`src/rtl/n101_icache_pkg.sv`:
```
// Shared constants for the n101 I-cache tag-RAM controller: default geometry,
// FSM encoding, tag field layout and the parity-width switch (N101_ICACHE_TRAM_PARITY_EN).
package n101_icache_pkg;

    localparam int AW_DEF  = 6;
    localparam int TW_DEF  = 22;
    localparam int DP_DEF  = 2 ** AW_DEF;

    // Tag entry layout: {valid, tag}; valid is the MSB.
    localparam int VLD_BIT = TW_DEF - 1;

`ifdef N101_ICACHE_TRAM_PARITY_EN
    localparam int PAR_W = 1;
`else
    localparam int PAR_W = 0;
`endif

    localparam logic [0:0] SWEEP = 1'b0;
    localparam logic [0:0] RUN   = 1'b1;

endpackage

```
`src/rtl/n101_icache_tram_par.sv`:
```
// Even-parity generate/check for one tag-RAM way.
// Ports: wr_data in (TW) -> wr_word out {parity, data}; rd_word in (TW+1) -> rd_err out.
module n101_icache_tram_par #(
    parameter int TW = 22
) (
    input  logic [TW-1:0] wr_data,
    output logic [TW:0]   wr_word,
    input  logic [TW:0]   rd_word,
    output logic          rd_err
);

    assign wr_word = {^wr_data, wr_data};
    // A clean word has even parity over all TW+1 bits.
    assign rd_err  = ^rd_word;

endmodule

```
`src/rtl/n101_icache_tram_ctrl.sv`:
```
// Tag-RAM port controller for the n101 I-cache: post-reset / fence.i sweep,
// update-over-lookup arbitration, lookup response one cycle after acceptance.
// Ports: clk, rst (async, active-high); inv_req/inv_busy; lkp_valid/ready/idx;
//        rsp_valid, rsp_tag0/1; upd_valid/ready/way/idx/tag;
//        tag0/1 cs, we, addr, wdata (out), rdata (in); perr.
// Option: N101_ICACHE_TRAM_PARITY_EN adds a parity bit per RAM word and drives perr.
module n101_icache_tram_ctrl
    import n101_icache_pkg::*;
#(
    parameter int AW   = AW_DEF,
    parameter int TW   = TW_DEF,
    parameter int WAYS = 2
) (
    input  logic                clk,
    input  logic                rst,
    input  logic                inv_req,
    output logic                inv_busy,
    input  logic                lkp_valid,
    output logic                lkp_ready,
    input  logic [AW-1:0]       lkp_idx,
    output logic                rsp_valid,
    output logic [TW-1:0]       rsp_tag0,
    output logic [TW-1:0]       rsp_tag1,
    input  logic                upd_valid,
    output logic                upd_ready,
    input  logic                upd_way,
    input  logic [AW-1:0]       upd_idx,
    input  logic [TW-1:0]       upd_tag,
    output logic                tag0_cs,
    output logic                tag0_we,
    output logic [AW-1:0]       tag0_addr,
    output logic [TW+PAR_W-1:0] tag0_wdata,
    input  logic [TW+PAR_W-1:0] tag0_rdata,
    output logic                tag1_cs,
    output logic                tag1_we,
    output logic [AW-1:0]       tag1_addr,
    output logic [TW+PAR_W-1:0] tag1_wdata,
    input  logic [TW+PAR_W-1:0] tag1_rdata,
    output logic                perr
);

    localparam bit TWO = (WAYS == 2);

    logic [0:0]    state;
    logic [AW-1:0] cnt;
    logic          sweep;
    logic          run;
    logic          lkp_go;
    logic          sel1;
    logic          cs0, we0, cs1, we1;
    logic [AW-1:0] addr;
    logic [TW-1:0] wr_data;

    assign sweep     = (state == SWEEP);
    assign run       = (state == RUN);
    assign inv_busy  = sweep;
    assign upd_ready = run;
    assign lkp_ready = run && !upd_valid && !inv_req;
    assign lkp_go    = lkp_valid && lkp_ready;
    assign sel1      = TWO && upd_way;

    // Sweep strobes are held off while rst is high so the RAM sees no
    // writes until reset is released.
    always_comb begin
        cs0     = 1'b0;
        we0     = 1'b0;
        cs1     = 1'b0;
        we1     = 1'b0;
        addr    = '0;
        wr_data = '0;
        if (sweep && !rst) begin
            cs0  = 1'b1;
            we0  = 1'b1;
            cs1  = 1'b1;
            we1  = 1'b1;
            addr = cnt;
        end else if (run && upd_valid) begin
            cs0     = !sel1;
            we0     = !sel1;
            cs1     = sel1;
            we1     = sel1;
            addr    = upd_idx;
            wr_data = upd_tag;
        end else if (lkp_go) begin
            cs0  = 1'b1;
            cs1  = 1'b1;
            addr = lkp_idx;
        end
    end

    assign tag0_cs   = cs0;
    assign tag0_we   = we0;
    assign tag0_addr = addr;
    assign tag1_cs   = TWO && cs1;
    assign tag1_we   = TWO && we1;
    assign tag1_addr = TWO ? addr : '0;

    always_ff @(posedge clk or posedge rst) begin
        if (rst) begin
            state     <= SWEEP;
            cnt       <= '0;
            rsp_valid <= 1'b0;
        end else begin
            rsp_valid <= lkp_go;
            if (inv_req) begin
                state <= SWEEP;
                cnt   <= '0;
            end else if (sweep) begin
                if (&cnt) begin
                    state <= RUN;
                end
                cnt <= cnt + AW'(1);
            end
        end
    end

`ifdef N101_ICACHE_TRAM_PARITY_EN
    logic [TW:0] wd0, wd1;
    logic        err0, err1;

    n101_icache_tram_par #(.TW(TW)) u_par0 (
        .wr_data (wr_data),
        .wr_word (wd0),
        .rd_word (tag0_rdata),
        .rd_err  (err0)
    );

    n101_icache_tram_par #(.TW(TW)) u_par1 (
        .wr_data (wr_data),
        .wr_word (wd1),
        .rd_word (tag1_rdata),
        .rd_err  (err1)
    );

    assign tag0_wdata = wd0;
    assign tag1_wdata = TWO ? wd1 : '0;
    assign rsp_tag0   = tag0_rdata[TW-1:0];
    assign rsp_tag1   = TWO ? tag1_rdata[TW-1:0] : '0;
    assign perr       = rsp_valid && (err0 || (TWO && err1));
`else
    assign tag0_wdata = wr_data;
    assign tag1_wdata = TWO ? wr_data : '0;
    assign rsp_tag0   = tag0_rdata;
    assign rsp_tag1   = TWO ? tag1_rdata : '0;
    assign perr       = 1'b0;
`endif

endmodule

```
`config.mk`:
```
export PLATFORM = sky130hd
export DESIGN_NAME = n101_icache_tram_ctrl
export DESIGN_NICKNAME = d
export VERILOG_FILES = /design/src/rtl/n101_icache_pkg.sv /design/src/rtl/n101_icache_tram_par.sv /design/src/rtl/n101_icache_tram_ctrl.sv
export SDC_FILE = /design/constraint.sdc
export NUM_CORES = 1
export LEC_CHECK = 0
export CAP_MARGIN = 25
export CORE_ASPECT_RATIO = 1.2
export CORE_MARGIN = 4
export CORE_UTILIZATION = 21
export DETAILED_ROUTE_END_ITERATION = 16
export GPL_ROUTABILITY_DRIVEN = 0
export GPL_TIMING_DRIVEN = 0
export PLACE_DENSITY = 0.78
export REMOVE_ABC_BUFFERS = 1
export SYNTH_ARGS = -nofsm -noshare
export SYNTH_HDL_FRONTEND = slang
export SYNTH_SLANG_ARGS = --single-unit
```
`constraint.sdc`:
```
create_clock -name clk -period 1.5 [get_ports clk]
set_input_delay 0.225 -clock clk [delete_from_list [all_inputs] [get_ports clk]]
set_output_delay 0.225 -clock clk [all_outputs]
set_load 0.1 [all_outputs]
```
# Word level (Yosys, flattened, before mapping)
# Cells that the tools add are included.
word_totals:
  regBits: 8
  out_inout_bits: 109
  word_cells: 35
classes:
  addsub: 1
  eq_ne: 1
  muxes: 19
  bitwise: 1
  n_reduce_logical: 10
ops:
  columns: ["operator", "n"]
  rows:
  - ["22-bit 2-to-1 mux", 2]
  - ["6-bit 2-to-1 mux", 5]
  - ["1-bit 2-to-1 mux", 12]
  - ["6-bit by 1-bit adder with 6-bit output, second input constant", 1]
  - ["6-bit AND reduction", 1]
  - ["1-bit logical AND", 5]
  - ["1-bit logical NOT", 4]
  - ["2-bit inequality test, second input constant", 1]
  - ["1-bit inverter", 1]

# Logic depth before layout (Yosys ltp)
logic_depth:
  word_depth: 7
  ltp_mapped: 6

# Least setup slack after synthesis
# OpenSTA, ideal clock, no wires.
synth_timing:
  path_kind: "reg-to-output"
  startpoint: "register state (netlist: upd_ready)"
  endpoint: "output port lkp_ready"
  arrival_ps: 3840
  t_required_ps: 1275
  slack_ps: -2565
  stages_incl_launch_ff: 4
  path_cell_list: "dfrtp_1 buf_4 inv_1 nor3_1"
synth_between:
  elab_chain_len: 2
synth_lines:
  columns: ["item", "line_no", "source"]
  rows:
  - ["start, declared", "n101_icache_tram_ctrl.sv:44", "logic [0:0] state;"]
  - ["start signal, assigned", "n101_icache_tram_ctrl.sv:100", "state <= SWEEP;"]
  - ["start signal, assigned", "n101_icache_tram_ctrl.sv:106", "state <= SWEEP;"]
  - ["start signal, assigned", "n101_icache_tram_ctrl.sv:110", "state <= RUN;"]
  - ["1-bit logical AND (2 in series)", "n101_icache_tram_ctrl.sv:58", "assign lkp_ready = run && !upd_valid && !inv_req;"]
  - ["end, declared", "n101_icache_tram_ctrl.sv:19", "output logic lkp_ready,"]
# Every way passes these cells.

# Worst setup path in the final report
layout_timing:
  startpoint: "register state (netlist: upd_ready)"
  endpoint: "output port tag0_addr[5]"
layout_between:
  elab_chain_len: 6
  elab_cells_between_ends: 9
  classes_between: "mux: 3; bitwise: 1; reduce/logical: 5"
layout_lines:
  columns: ["item", "line_no", "source"]
  rows:
  - ["1-bit logical AND (2 in series)", "n101_icache_tram_ctrl.sv:58", null]
  - ["1-bit logical AND", "n101_icache_tram_ctrl.sv:59", "assign lkp_go = lkp_valid && lkp_ready;"]
  - ["6-bit 2-to-1 mux", "n101_icache_tram_ctrl.sv:84", "end else if (lkp_go) begin"]
  - ["6-bit 2-to-1 mux", "n101_icache_tram_ctrl.sv:77", "end else if (run && upd_valid) begin"]
  - ["6-bit 2-to-1 mux *", "n101_icache_tram_ctrl.sv:71", "if (sweep && !rst) begin"]
  - ["end, declared", "n101_icache_tram_ctrl.sv:31", "output logic [AW-1:0] tag0_addr,"]
# Mark *: on every way between the ends. The rest lies on a longest branch, timed or not.

==> results_dict.tcl <==
set metrics [dict create \
    status "complete, but fails checks" \
    violations "negative setup slack" \
    num_vias 1365 \
    synth_area_leader_cell "buf_4" \
    start_kind "flop" \
    path_class "flop to output pin" \
    port_buffers 103 \
    htreeDepth 1 \
    cts_root_buf "clkbuf_8" \
    fin_crit_ns 1.83 \
    yosysWarnings 0 \
    synth.area.top_cells "buf_4 (45%), dfrtp_1 (16%), and3_1 (11%)" \
    antenna_found_initial 4 \
    cts_buffer_depth 2 \
    clock-sinks 8 \
    end_kind "output pin" \
    cpPeakStageDelay_ns 0.46 \
    critPathArrivalTime_ns 1.61 \
    synth.top_cell.area_share_pct 45.0 \
    hold_ws_ns 0.356 \
    cp.required_ns 1.27 \
    cts_buffers 3 \
    tritoncts "built" \
    grt_pass1_vias 1358 \
    fin_skew_ns 0.00191 \
    layout_commonest_cell "buf_12" \
    setup_viol_count_final 62 \
    drc 0 \
    drt_iter0_drc 42 \
    areaGrowthSynthToFinish_pct 125 \
    wl_per_cell_um 28.8 \
    fill_cells 496 \
    dp_hpwl_um 5780 \
    place_ws_ns -2.02 \
    maxSlewHeadroom_pct 62.4 \
    drive_gt1_share_pct 65.4 \
    path_clk_slew_ns 0.04 \
    synth_area_um2 1250 \
    fin_util_pct 49.3 \
    grtUsageTotal_pct 20.2 \
    power_density_nw_per_um2 363 \
    n_antenna_cell 0 \
    crit_slowest_cell "dfrtp_4" \
    min_period_over_period_pct 122 \
    setup_tns_ns -10.76 \
    finalHoldViolations 0 \
    postRouteAntennaNets 0 \
    mostFrequentLayoutCells "buf_12 (57), clkdlybuf4s50_1 (36), and3_4 (17)" \
    avgSynthCellArea_um2 7.54 \
    ys_ff_latch 8 \
    max_freq_mhz 546 \
    row_count 30 \
    grt_pass1_wl_um 10200 \
    fp.dieH_um 92.6 \
    maxCapViolations 0 \
    vdd_drop_max_uv 348 \
    routed_via_density 4.79 \
    die_area_um2 7260 \
    path_max_fanout 8 \
    worst_slack_ns -0.331 \
    boundaryPins 193 \
    crit_chain "and4bb_4 -> a22oi_2 -> a21oi_4 -> buf_12" \
    clkLatencyLatePin_ns 0.23 \
    fin_nets 292 \
    final_max_slew_viol_count 0 \
    core-area_um2 5710 \
    syn_inst 166 \
    grt-ovfl-total 0 \
    rsz0062_at_grt "true" \
    initial_core_util_pct 21.9 \
    die_w_um 78.5 \
    tightest_slew_ns 0.567 \
    min_path_type "primary input to asynchronous set/reset pin" \
    grt_max_degree 28 \
    synth_cell_types 27 \
    seq_area_frac_synth_pct 16.0 \
    drtPass1Iterations 4 \
    hold_buffers 0 \
    p_leak_nw 1.12 \
    wl_um 8190 \
]
-- sequential cells by signal (all words and copies together), names as in the netlist --
name       cells
rsp_valid      1
cnt            6
upd_ready      1
-- timing repair --
action,4_1_cts,5_1_grt
endpoints found under the hold margin,0,0
pin swaps,8,7
buffers inserted,9,7
resized for setup,593,56
cloned,1,1
endpoints found under the setup margin,67,61
-- metrics by stage --
stage | power [mW] | area (um^2) | cells
final | 1.02 | 2810 | 285
after global routing | 1.05 | 2810 | 285
after CTS | 0.973 | 2540 | 279
after detailed placement | 0.655 | 1790 | 266
after global placement | 0.649 | 1790 | 266
after floorplan | 0.479 | 656 | 83
-- cells in the mapped netlist, drive strengths merged --
master,count
nand2,5
or2,2
nand3,1
buf,77
and3,22
and4bb,1
nor3,1
o31ai,1
nand3b,1
xor2,3
nor2,11
dfrtp,8
or4,1
and2,1
a21oi,7
nor2b,2
nand4b,2
ha,1
a22oi,6
mux2i,1
o21ai,2
clkbuf,6
conb,1
inv,2
xnor2,1
-- worst max-delay path: cells and delay by family (launching register included) --
kind / cells / cell delay [ns]
flip-flops: 1 / 0.46
AO/OA/AOI/OAI: 2 / 0.37
AND/OR/NAND/NOR: 1 / 0.33
buffers and inverters: 1 / 0.21
-- worst paths after layout --
kind                                start            to  slack, ns  depth (start not counted)
worst min register to register     cnt[4]        cnt[4]       0.61                          2
worst min-delay path                  rst        cnt[4]       0.36                          2
worst max register to register  upd_ready        cnt[5]      -0.09                          5
min in group clk                  inv_req        cnt[5]       0.41                          2
max in group asynchronous             rst     upd_ready       0.87                          2
worst max-delay path            upd_ready  tag0_addr[5]      -0.33                          4
-- cell type report --
cell class                 count  area (um^2)  share of cell area [%]
timing repair buffer         117         1760                    62.5
multi-input combinational     75          703                    25.0
sequential                     8          204                    7.25
tap                           80          100                    3.56
clock buffer                   3         41.3                    1.47
inverter                       2         7.51                   0.267
-- kinds of logic (layout without fill, tap and decap cells) --
logic type                 count (synthesis)  in the layout  synth area share (%)
AOI/OAI and AO/OA                         16             16                  7.80
xor gates and xnor gates                   4              4                  2.80
adders and majority gates                  1              1                  1.00
buffers and inverters                     85            122                  48.2
DFF                                        8              8                  16.0
muxes                                      1              1                 0.800
other                                      1              1                 0.300
and+or+nand+nor                           50             52                  23.1
-- layer usage --
layer | up-vias | track usage, % | routed length (um)
li1 | 555 | - | -
met1 | 618 | 18.5 | 2610
met2 | 164 | 28.1 | 3370
met3 | 18 | 25.5 | 2060
met4 | 10 | 3.50 | 73
met5 | - | 2.31 | 80
-- where the power goes --
part	leakage [nW]	switching (mW)	internal, mW	total, mW
clock network	0.0216	0.0915	0.174	0.266
logic	0.992	0.311	0.211	0.522
registers	0.107	0.0102	0.223	0.234
total	1.12	0.413	0.609	1.02
Note: power is estimated with default switching activity, not from simulation.
